File: src/rtl/ISO14443A_pkg.sv
// Shared ISO14443A reader-side types: PCD bit-sequence symbols and frame decoder states.
package ISO14443A_pkg;

    typedef enum logic [1:0] {
        SEQ_X,
        SEQ_Y,
        SEQ_Z,
        SEQ_ERR
    } PCDBitSequence;

    typedef enum logic [1:0] {
        FD_IDLE,
        FD_DATA,
        FD_PARITY,
        FD_ERROR
    } FrameDecodeState;

    localparam int              BYTE_CNT_W   = 6;
    localparam logic [BYTE_CNT_W-1:0] BYTE_CNT_MAX = '1;

endpackage

File: src/rtl/frame_decode.sv
// Assembles the decoded PCD bit stream into odd-parity-checked bytes and
// reports frame start, end, errors and the trailing partial byte.
module frame_decode
    import ISO14443A_pkg::*;
(
    input  logic       clk,
    input  logic       rst_n,
    input  logic       in_soc,
    input  logic       in_eoc,
    input  logic       in_error,
    input  logic       in_data_valid,
    input  logic       in_data,
    output logic       out_soc,
    output logic       out_eoc,
    output logic       out_error,
    output logic       out_data_valid,
    output logic [7:0] out_data,
    output logic [2:0] out_data_bits,
    output logic [5:0] out_byte_count
);

    FrameDecodeState         state;
    logic [2:0]              bit_cnt;
    logic [7:0]              shift_reg;
    logic [BYTE_CNT_W-1:0]   byte_cnt;

    always_ff @(posedge clk or negedge rst_n) begin
        if (!rst_n) begin
            state          <= FD_IDLE;
            bit_cnt        <= '0;
            shift_reg      <= '0;
            byte_cnt       <= '0;
            out_soc        <= 1'b0;
            out_eoc        <= 1'b0;
            out_error      <= 1'b0;
            out_data_valid <= 1'b0;
            out_data       <= '0;
            out_data_bits  <= '0;
            out_byte_count <= '0;
        end else begin
            out_soc        <= 1'b0;
            out_eoc        <= 1'b0;
            out_error      <= 1'b0;
            out_data_valid <= 1'b0;

            // soc overrides every state and every other strobe
            if (in_soc) begin
                bit_cnt   <= '0;
                shift_reg <= '0;
                byte_cnt  <= '0;
                state     <= FD_DATA;
                out_soc   <= 1'b1;
            end else begin
                case (state)
                    FD_IDLE: ;

                    FD_DATA: begin
                        if (in_error) begin
                            out_error <= 1'b1;
                            state     <= FD_ERROR;
                        end else if (in_eoc) begin
                            out_eoc        <= 1'b1;
                            out_data       <= shift_reg;
                            out_data_bits  <= bit_cnt;
                            out_byte_count <= byte_cnt;
                            state          <= FD_IDLE;
                        end else if (in_data_valid) begin
                            shift_reg[bit_cnt] <= in_data;
                            bit_cnt            <= bit_cnt + 3'd1;
                            if (bit_cnt == 3'd7)
                                state <= FD_PARITY;
                        end
                    end

                    FD_PARITY: begin
                        if (in_error) begin
                            out_error <= 1'b1;
                            state     <= FD_ERROR;
                        end else if (in_eoc) begin
                            out_error      <= 1'b1;
                            out_eoc        <= 1'b1;
                            out_data_bits  <= '0;
                            out_byte_count <= byte_cnt;
                            state          <= FD_IDLE;
                        end else if (in_data_valid) begin
                            if (in_data == ~^shift_reg) begin
                                out_data_valid <= 1'b1;
                                out_data       <= shift_reg;
                                if (byte_cnt != BYTE_CNT_MAX)
                                    byte_cnt <= byte_cnt + 1'b1;
                                // next byte is built on a clean register so a
                                // partial trailing byte reads zero above bit_cnt
                                shift_reg <= '0;
                                state     <= FD_DATA;
                            end else begin
                                out_error <= 1'b1;
                                state     <= FD_ERROR;
                            end
                        end
                    end

                    FD_ERROR: begin
                        if (in_eoc) begin
                            out_eoc        <= 1'b1;
                            out_data_bits  <= '0;
                            out_byte_count <= byte_cnt;
                            state          <= FD_IDLE;
                        end
                    end

                    default: state <= FD_IDLE;
                endcase
            end
        end
    end

endmodule

File: config.mk
export PLATFORM = sky130hd
export DESIGN_NAME = frame_decode
export DESIGN_NICKNAME = d
export VERILOG_FILES = /design/src/rtl/ISO14443A_pkg.sv /design/src/rtl/frame_decode.sv
export SDC_FILE = /design/constraint.sdc
export NUM_CORES = 1
export LEC_CHECK = 0
export CAP_MARGIN = 20
export CORE_MARGIN = 1
export CORE_UTILIZATION = 47
export CTS_CLUSTER_SIZE = 8
export DETAILED_ROUTE_END_ITERATION = 7
export HOLD_SLACK_MARGIN = 0.06
export PLACE_DENSITY = 0.68
export SYNTH_ARGS = -nofsm -noshare
export SYNTH_HDL_FRONTEND = slang
export SYNTH_SLANG_ARGS = --single-unit
File: constraint.sdc
create_clock -name clk -period 2.3 [get_ports clk]
set_clock_uncertainty 0.05 [all_clocks]
set_input_delay 0.345 -clock clk [delete_from_list [all_inputs] [get_ports clk]]
set_output_delay 0.345 -clock clk [all_outputs]
set_load 0.1 [all_outputs]
==> out/metrics.cfg, run 1 <==
[timing]
rsz0062_at_grt = no
finalCritPeriodShare_pct = 95.6
hold_viol = 0
slew_headroom_pct = 73.0
fin_crit_ns = 2.20
tightest_slew_ns = 0.405
fmax_mhz = 455
setup_viol = 0
hold_slack_ns = 0.395
drv_slew = 0

[cells_and_area]
area_delta_synth_final_pct = 25.1
nFillCells = 440
nets = 315
final_area_um2 = 2990
drive_above_1_share_pct = 25.2
n_antenna_cell = 0

[worst_setup_path]
reg2reg_setup_slack_ns = 0.10
criticalPathCategory = flop to flop
required_ns = 2.48
startpoint_type = flop
startpoint = shift_reg[2]$_DFFE_PN0P_
r2r-start = shift_reg[2]$_DFFE_PN0P_
path_max_fanout = 9
worstSetupEndpoint = byte_cnt[3]$_DFFE_PN0P_
r2r_end = byte_cnt[3]$_DFFE_PN0P_
worstPathArrival_ns = 2.38
critPathCaptureType = flop
worst-r2r-cell-count = 6

[die]
coreArea_um2 = 4820
die_w_um = 73.3
fp.dieArea_um2 = 5370
die_y_um = 73.3
start_util_pct = 49.6
row_count = 25
num_io_pins = 28

[logic_synthesis]
syn-num-nets = 268
synth-edff-count = 0
ys_seq_elements = 40
synth_warnings = 0
synth_top_family_by_area = compound AO/OA/AOI/OAI gates
avgSynthCellArea_um2 = 9.40
synth-xor-area-share_pct = 4.56
async_flop_share_pct = 100
yosysSeqAreaShare_pct = 41.9
synth_area_um2 = 2390
synth_compound_area_share_pct = 19.5
yosys.area_share.adder_pct = 3.67
yosys.area_share.simple_pct = 18.4
syn_inst = 254
synthDistinctLibCells = 51
muxShareOfSynthArea_pct = 5.92
synth_top_flop_cell = dfrtp_1

[clock_network]
clock_latency_ns = 0.30
clockBufferDepth = 2
cts_buffers = 5
clock_sinks = 40
cts_root_buf = clkbuf_8
clk_pin_slew_ns = 0.08
htreeDepth = 2
tritoncts = built

[drt]
route.detailed.drc = 0
ant_nets = 0
wl_um = 5480
drt-met1-wl_um = 2610
via_per_inst = 5.65
route.met2.wl_um = 2550
dr.pass1.iters = 4
routed.top_layer = met4
vias = 2085
wl_met3_um = 204
drtIter0Drc = 139
wire_per_inst_um = 14.8

[pwr]
power_leakage_nw = 1.37
powerDensity_nw_per_um2 = 938
ir_drop_v = 0.000588

[grt]
grt_pass1_wl_um = 9260
overflow = 0
grt_max_degree = 27
antenna_found_initial = 0
grt_pass1_vias = 1933
grt_usage_pct = 22.7

[status]
status = finished, final reports clean

[job]
drv_cap = 0

[place]
io_buffer_count = 27
postPlaceCellArea_um2 = 2850
hpwl_um = 3880
place_congestion = 0.798

[min_path]
min_path_type = input port to asynchronous set/reset pin

-- report_power, final --
| group | switching (mW) | internal, mW |
|---|---|---|
| Sequential | 0.0706 | 0.776 |
| Combinational | 0.860 | 0.499 |
| Clock | 0.272 | 0.327 |
| Total | 1.20 | 1.60 |
-- metal layers --
layer / up-vias / global-route usage [%]
li1: 1021 / -
met1: 996 / 30.7
met2: 54 / 36.0
met3: 14 / 4.39
met4: 0 / 8.76
met5: - / 0
-- cell usage in the layout (no fill, tap or decap), types with 7 or more instances in the layout --
master / netlist / final
buf_4: 1 / 49
dfrtp_1: 40 / 40
nand2_1: 22 / 22
nor2_1: 20 / 20
inv_1: 17 / 17
nand3_1: 10 / 10
a21oi_1: 10 / 10
a31oi_1: 10 / 10
nor4_1: 8 / 8
o311ai_0: 8 / 8
mux2_2: 8 / 8
o31ai_1: 7 / 7
ha_1: 7 / 7
-- critical path: stages (launching register included) --
cell	delay (ns)
dfrtp_1	0.41
xor2_1	0.17
xnor3_2	0.50
xnor2_4	0.19
buf_4	0.17
or4_1	0.49
a21oi_1	0.14
-- cell usage after synthesis (8+ instances only) --
| library cell | number | area, µm² |
|---|---|---|
| nor4_1 | 8 | 50.1 |
| clkbuf_1 | 15 | 56.3 |
| nand3_1 | 10 | 50.1 |
| mux2_2 | 8 | 90.1 |
| nand2_1 | 22 | 82.6 |
| a21oi_1 | 10 | 50.1 |
| inv_1 | 17 | 63.8 |
| nor2_1 | 20 | 75.1 |
| dfrtp_1 | 40 | 1000 |
| a31oi_1 | 10 | 62.6 |
| o311ai_0 | 8 | 70.1 |
-- kinds of logic (layout without fill, tap and decap cells) --
| kind of cell | count (synthesis) | in the layout |
|---|---|---|
| muxes | 13 | 13 |
| adders and majority gates | 7 | 7 |
| DFF | 40 | 40 |
| and+or+nand+nor | 88 | 88 |
| AOI/OAI and AO/OA | 64 | 64 |
| xor gates and xnor gates | 7 | 7 |
| buffers and inverters | 35 | 83 |
-- how the worst min path moves through the flow --
stage / to / cells past startpoint / slack (ns) / startpoint
floorplan: bit_cnt[0]$_DFFE_PN0P_ / 0 / -0.0006 / rst_n
global placement: shift_reg[6]$_DFFE_PN0P_ / 1 / 0.18 / rst_n
detailed placement: shift_reg[6]$_DFFE_PN0P_ / 1 / 0.18 / rst_n
CTS: out_data[7]$_DFFE_PN0P_ / 2 / 0.41 / rst_n
global route: out_data[7]$_DFFE_PN0P_ / 2 / 0.46 / rst_n
finish: out_data[0]$_DFFE_PN0P_ / 2 / 0.39 / rst_n
-- cell type report --
class                      count  area [µm²]  area share (%)
multi-input combinational    179        1250            41.9
tap                           67        83.8            2.80
timing repair buffer          58         473            15.8
inverter                      17        63.8            2.13
clock buffer                   5        68.8            2.30
clock inverter                 3        47.5            1.59
sequential                    40        1000            33.5
-- stage by stage --
step	instances	TNS [ns]	setup slack (ns)	util (%)	power (mW)
final	369	0	0.102	62.1	2.80
after global routing	369	0	0.0342	62.1	2.96
after CTS	368	0	0.0221	61.7	2.81
after detailed placement	359	-2.04	-0.271	59.1	2.20
after global placement	359	-1.95	-0.285	59.1	2.19
after floorplan	254	0	0.327	-	1.78
-- what timing repair did --
action                                  4_1_cts  5_1_grt
hold endpoints to repair                      9        0
endpoints found under the setup margin        0        8
hold buffers                                  1        0
resized for setup                             0        1
buffers inserted                              0        1
Power figures use the tool's default switching activity.
==> run 2, diff against run 1 <==
--- a/config.mk
+++ b/config.mk
@@ -7,11 +7,11 @@
 export LEC_CHECK = 0
 export CAP_MARGIN = 20
 export CORE_MARGIN = 1
-export CORE_UTILIZATION = 47
+export CORE_UTILIZATION = 40
 export CTS_CLUSTER_SIZE = 8
 export DETAILED_ROUTE_END_ITERATION = 7
 export HOLD_SLACK_MARGIN = 0.06
-export PLACE_DENSITY = 0.68
+export PLACE_DENSITY = 0.59
 export SYNTH_ARGS = -nofsm -noshare
 export SYNTH_HDL_FRONTEND = slang
 export SYNTH_SLANG_ARGS = --single-unit
==> run 2 against run 1 <==
  * Fmax is 0.26% higher
  * Final cell count is 0.27% higher
  * Via count is 0.29% lower
  * Sequential cell count stayed put
  * Sequential share of layout area is 0.51 points higher
  * First-iteration DRC count is 24% lower
  * Worst hold slack better by 0.067 ns
  * Cell area is 1.5% lower
  * Register-to-register slack hardly changed
  * Highest routed layer unchanged
==> out/metrics.cfg, run 2 (synthesis gave the netlist of run 1 again) <==
[status]
status = finished, final reports clean

[cells_and_area]
final_common_cell = buf_4
n_antenna_cell = 0  ; unchanged
area_delta_synth_final_pct = 23.3
final_cell_mix = buf_4 (45), dfrtp_1 (40), nand2_1 (22)
nets = 311  ; -1.3%
drive_above_1_share_pct = 24.2  ; -1.0 points

[pwr]
p_sw_share_pct = 45.2  ; +2.3 points
power_leakage_nw = 1.34  ; -2.0%
p_int_mw = 1.46  ; -9.1%
power.switching_mw = 1.20  ; about the same
clkPwrFrac_pct = 18.8  ; -2.6 points
powerDensity_nw_per_um2 = 903  ; -3.8%
totalPowerFinal_mw = 2.66  ; -5.2%
ir_drop_v = 0.000525  ; -11%
comb_power_share_pct = 49.6  ; +1.1 points
seqPwrFrac_pct = 31.7  ; +1.5 points

[timing]
fmax_mhz = 456  ; +0.26%
finalCritPeriodShare_pct = 95.3  ; -0.24 points
slew_headroom_pct = 54.3  ; -19 points
hold_viol = 0  ; unchanged
setup_slack_ns = 0.108  ; +0.00562 ns
setup_viol = 0  ; unchanged
fin_setup_tns_ns = 0  ; unchanged
rsz0062_at_grt = no
tightest_slew_ns = 0.683  ; +0.278 ns
fin_crit_ns = 2.19  ; -0.00562 ns
drv_slew = 0  ; unchanged

[die]
die_w_um = 79.3  ; +8.2%
start_util_pct = 42.3  ; -7.2 points
fp.dieArea_um2 = 6280  ; +17%
coreArea_um2 = 5640  ; +17%
row_count = 27  ; +8.0%
die_y_um = 79.3  ; +8.2%
num_io_pins = 28  ; unchanged

[clock_network]
clock_sinks = 40  ; unchanged
htreeDepth = 2  ; unchanged
cts_buffers = 5  ; unchanged
tritoncts = built
clk_pin_slew_ns = 0.09  ; about the same
clockBufferDepth = 2  ; unchanged
clock_latency_ns = 0.30  ; about the same
cts_root_buf = clkbuf_8

[worst_setup_path]
cp_num_buf_inv = 1  ; unchanged
worstPathCellList = xnor2_2 -> xnor3_2 -> xnor2_4 -> buf_4 -> or4_1 -> a21oi_1
path_max_fanout = 10  ; +1
slowest_stage = or4_1
critPathCaptureType = flop
criticalPathCategory = flop to flop
worstPathArrival_ns = 2.38  ; about the same
cpPeakStageDelay_ns = 0.51  ; about the same
startpoint_type = flop
required_ns = 2.48  ; about the same
crit_family = XOR/XNOR gates

[place]
io_buffer_count = 27  ; unchanged
pre_cts_slack_ns = -0.324  ; -0.0523 ns
hpwl_um = 4000  ; +3.1%
place_congestion = 0.769  ; -3.5%

[drt]
dr.pass1.iters = 4  ; unchanged
ant_nets = 0  ; unchanged
wire_per_inst_um = 15.3  ; +2.8%
route.detailed.drc = 0  ; unchanged
vias = 2079  ; -0.29%
drtIter0Drc = 105  ; -24%
wl_um = 5650  ; +3.1%
via_per_inst = 5.62  ; -0.56%

[grt]
antenna_found_initial = 0  ; unchanged
grt_max_degree = 26  ; -3.7%
grt_pass1_wl_um = 9460  ; +2.2%
grt_pass1_vias = 1964  ; +1.6%
overflow = 0  ; unchanged
grt_usage_pct = 19.5  ; -3.2 points

[min_path]
min_path_type = flop to flop

[job]
drv_cap = 0  ; unchanged

[run 2: cell count changes in the layout (fill, tap and decap cells not counted), sizes merged]
cell,before,now
clkinv,2,1
clkdlybuf4s50,5,4
dlymetal6s2s,0,1
bufinv,1,0
buf,52,48
clkinvlp,0,2
[run 2: path summary, 6_finish.rpt]
path                                                from                            end  slack [ns]  cells after the start
min in group asynchronous                          rst_n   out_data_bits[1]$_DFFE_PN0P_        0.52                      2
hold reg to reg            out_byte_count[5]$_DFFE_PN0P_  out_byte_count[5]$_DFFE_PN0P_        0.46                      1
max in group asynchronous                          rst_n              out_soc$_DFF_PN0_        1.12                      3
setup reg to reg                shift_reg[6]$_DFFE_PN0P_        byte_cnt[3]$_DFFE_PN0P_        0.11                      6
setup / recovery                shift_reg[6]$_DFFE_PN0P_        byte_cnt[3]$_DFFE_PN0P_        0.11                      6
hold / removal             out_byte_count[5]$_DFFE_PN0P_  out_byte_count[5]$_DFFE_PN0P_        0.46                      1
[run 2: stage by stage]
stage	util, %	hold slack, ns	instance area [µm²]	cells
2_1_floorplan	-	-0.000591	2390	254
3_3_place_gp	50.2	0.341	2830	361
3_5_place_dp	50.2	0.342	2830	361
4_1_cts	52.0	0.465	2930	370
5_1_grt	52.2	0.472	2940	370
6_report	52.2	0.462	2940	370
[run 2: final cells by class]
class	instances	area, µm²
fillers	518	2700
multi-input cells	179	1250
flip-flops and latches	40	1000
repair buffers	54	445
well taps	72	90.1
clock buffers	5	68.8
inverters	17	63.8
clock inverters	3	23.8
[run 2: per-layer routing]
metal  wire (µm)  global-route usage [%]
met1        2800                    28.2
met2        2570                    29.5
met3         232                    3.79
met4          46                    5.27
met5           0                       0
[run 2: power groups by stage]
stage | clock network [mW] | logic (mW) | registers (mW)
after floorplan | 0 | 0.596 | 1.19
after global placement | 0 | 1.31 | 0.856
after detailed placement | 0 | 1.31 | 0.857
after CTS | 0.516 | 1.32 | 0.843
after global routing | 0.546 | 1.41 | 0.856
final | 0.498 | 1.32 | 0.842
[run 2: timing repair]
| item | in CTS | in global routing |
|---|---|---|
| pin swaps | 1 | 2 |
| gates cloned | 0 | 0 |
| buffers inserted | 0 | 0 |
| endpoints found under the hold margin | 23 | 0 |
| resized for setup | 0 | 2 |
| hold buffers | 1 | 0 |
| setup endpoints to repair | 1 | 7 |
[run 2: worst reg2reg max path: stages, from the launching register on]
cell and delay (ns):
dfrtp_1 0.43, xnor2_2 0.21, xnor3_2 0.42, xnor2_4 0.19
buf_4 0.18, or4_1 0.51, a21oi_1 0.15
==> run 3, diff against run 2 <==
==> constraint.sdc (replaced) <==
create_clock -name clk -period 2.2 [get_ports clk]
set_clock_uncertainty 0.05 [all_clocks]
set_input_delay 0.33 -clock clk [delete_from_list [all_inputs] [get_ports clk]]
set_output_delay 0.33 -clock clk [all_outputs]
set_load 0.1 [all_outputs]
==> run 3 against run 2 <==
  * Clock power grew 3%
  * Final cell count rose by 1.9%
  * Combinational power rose by 9%
  * Wire length shrank 0.18%
  * Sequential power rose by 3.7%
  * Worst hold slack got worse by 0.0025 ns
  * Utilization rose by 1.3 points
  * Worst setup slack got worse by 0.033 ns
  * First-iteration DRC count down 8.6%
  * Fmax grew 3.1%
  * Critical path type unchanged
  * Largest power group unchanged
==> out/metrics.cfg, run 3 (synthesis gave the netlist of run 1 again) <==
[status]
status = finished, final reports clean

[pwr]
p_sw_share_pct = 43.9  ; -1.3 points
seqPwrFrac_pct = 30.9  ; -0.8 points
power.switching_mw = 1.24  ; +3.0%
comb_power_share_pct = 50.9  ; +1.3 points
power_leakage_nw = 1.39  ; +3.6%
p_int_mw = 1.58  ; +8.7%
ir_drop_v = 0.000423  ; -19%
powerDensity_nw_per_um2 = 935  ; +3.6%
clkPwrFrac_pct = 18.1  ; -0.7 points

[clock_network]
clock_latency_ns = 0.30  ; about the same
clock_sinks = 40  ; unchanged
cts_root_buf = clkbuf_8
cts_buffers = 5  ; unchanged
clk_pin_slew_ns = 0.08  ; about the same
htreeDepth = 2  ; unchanged
tritoncts = built
clockBufferDepth = 2  ; unchanged

[die]
die_w_um = 79.3  ; unchanged
fp.dieArea_um2 = 6280  ; unchanged
coreArea_um2 = 5640  ; unchanged
row_count = 27  ; unchanged
start_util_pct = 42.3  ; unchanged
num_io_pins = 28  ; unchanged
die_y_um = 79.3  ; unchanged

[min_path]
hold_depth = 1  ; unchanged
min_path_type = flop to flop
worstHoldEndpoint = out_byte_count[5]$_DFFE_PN0P_
min_from = out_byte_count[5]$_DFFE_PN0P_

[drt]
drtIter0Drc = 96  ; -8.6%
vias = 2095  ; +0.77%
route.detailed.drc = 0  ; unchanged
dr.pass1.iters = 4  ; unchanged
wl_um = 5640  ; -0.18%
ant_nets = 0  ; unchanged
via_per_inst = 5.56  ; -1.1%
wire_per_inst_um = 15.0  ; -2.0%

[cells_and_area]
fin_util_pct = 53.4  ; +1.3 points
drive_above_1_share_pct = 26.9  ; +2.7 points
area_delta_synth_final_pct = 26.2
final_common_cell = buf_4
n_antenna_cell = 0  ; unchanged
final_area_um2 = 3020  ; +2.4%
fin_cells = 377  ; +1.9%
final_cell_mix = buf_4 (51), dfrtp_1 (40), nand2_1 (22)
nets = 318  ; +2.3%

[grt]
overflow = 0  ; unchanged
use_met3_pct = 4.60  ; +0.80 points
grt_pass1_vias = 1949  ; -0.76%
met2_usage_pct = 30.5  ; +1.0 points
grt_usage_pct = 19.7  ; +0.19 points
antenna_found_initial = 0  ; unchanged
grtUsageMet1_pct = 28.1  ; -0.18 points
grt_pass1_wl_um = 9500  ; +0.44%
grt_max_degree = 41  ; +58%
top_usage_layer = met2

[worst_setup_path]
critPathCaptureType = flop
required_ns = 2.38  ; -0.10 ns
r2r-start = shift_reg[2]$_DFFE_PN0P_
reg2reg_setup_slack_ns = 0.07  ; -0.03 ns
path_max_fanout = 10  ; unchanged
startpoint_type = flop
slowest_stage = or4_4
cpPeakStageDelay_ns = 0.52  ; about the same
criticalPathCategory = flop to flop
worst-r2r-cell-count = 6  ; unchanged
r2r_end = byte_cnt[3]$_DFFE_PN0P_
worstPathCellList = xor2_1 -> xnor3_2 -> xnor2_4 -> buf_6 -> or4_4 -> a21oi_2
worstPathArrival_ns = 2.31  ; -0.07 ns

[place]
io_buffer_count = 27  ; unchanged
dp_cells = 366  ; +1.4%
hpwl_um = 3950  ; -1.2%
postPlaceCellArea_um2 = 2870  ; +1.3%
place_congestion = 0.771  ; +0.21%

[timing]
rsz0062_at_grt = no
hold_viol = 0  ; unchanged
tightest_slew_ns = 0.524  ; -0.159 ns
fin_crit_ns = 2.13  ; -0.0666 ns
slew_headroom_pct = 65.1  ; +11 points
setup_viol = 0  ; unchanged
drv_slew = 0  ; unchanged
fmax_mhz = 470  ; +3.1%
finalCritPeriodShare_pct = 96.6  ; +1.3 points

[job]
drv_cap = 0  ; unchanged

==> run 3: changes by cell type in the layout (fill, tap and decap cells not counted), sizes merged <==
cell and delta:
buf +7, clkbuf +1, clkinv +1, clkinvlp -2
==> run 3: how the worst max path moves through the flow <==
| stage | start | endpoint | slack, ns | depth (start not counted) |
|---|---|---|---|---|
| floorplan | shift_reg[2]$_DFFE_PN0P_ | byte_cnt[3]$_DFFE_PN0P_ | 0.23 | 5 |
| global placement | in_data | byte_cnt[3]$_DFFE_PN0P_ | -0.38 | 7 |
| detailed placement | in_data | byte_cnt[3]$_DFFE_PN0P_ | -0.40 | 7 |
| CTS | shift_reg[2]$_DFFE_PN0P_ | byte_cnt[3]$_DFFE_PN0P_ | 0.03 | 6 |
| global route | shift_reg[2]$_DFFE_PN0P_ | byte_cnt[5]$_DFFE_PN0P_ | 0.005 | 6 |
| finish | shift_reg[2]$_DFFE_PN0P_ | byte_cnt[3]$_DFFE_PN0P_ | 0.07 | 6 |
==> run 3: power groups by stage <==
stage | logic, mW | clock network (mW) | registers, mW
floorplan | 0.623 | 0 | 1.24
global placement | 1.39 | 0 | 0.882
detailed placement | 1.40 | 0 | 0.886
CTS | 1.43 | 0.525 | 0.873
global route | 1.54 | 0.559 | 0.884
finish | 1.44 | 0.511 | 0.873
==> run 3: routing by layer <==
layer  vias up  part of all wire [%]
met4         0                  0.78
met2        44                    47
met3         5                   4.2
li1       1040                     -
met1      1006                    48
met5         -                     0
==> run 3: what timing repair did <==
item,4_1_cts,5_1_grt
endpoints found under the hold margin,2,0
hold buffers,1,0
setup buffers,1,1
pin swaps,2,2
resized for setup,1,5
endpoints found under the setup margin,2,7
==> run 3: through the flow <==
step | setup slack [ns] | TNS [ns] | power (mW) | hold WS (ns)
finish | 0.0744 | 0 | 2.82 | 0.460
global route | 0.00465 | 0 | 2.99 | 0.469
CTS | 0.0310 | 0 | 2.83 | 0.462
detailed placement | -0.403 | -4.16 | 2.29 | 0.382
global placement | -0.385 | -4.17 | 2.27 | 0.383
floorplan | 0.227 | 0 | 1.87 | -0.0156
==> run 3: cell type report <==
cell class / instances / area [µm²]
Fill cell: 510 / 2630
Multi-Input combinational cell: 179 / 1270
Sequential cell: 40 / 1000
Timing Repair Buffer: 61 / 502
Tap cell: 72 / 90.1
Clock buffer: 6 / 82.6
Inverter: 17 / 63.8
Clock inverter: 2 / 10.0
==> run 3: critical path: cells and delay by family (launching register included) <==
family | cells | cell delay, ns
and+or+nand+nor | 1 | 0.52
xor gates and xnor gates | 3 | 0.81
DFF | 1 | 0.40
buffers and inverters | 1 | 0.15
AOI/OAI and AO/OA | 1 | 0.14
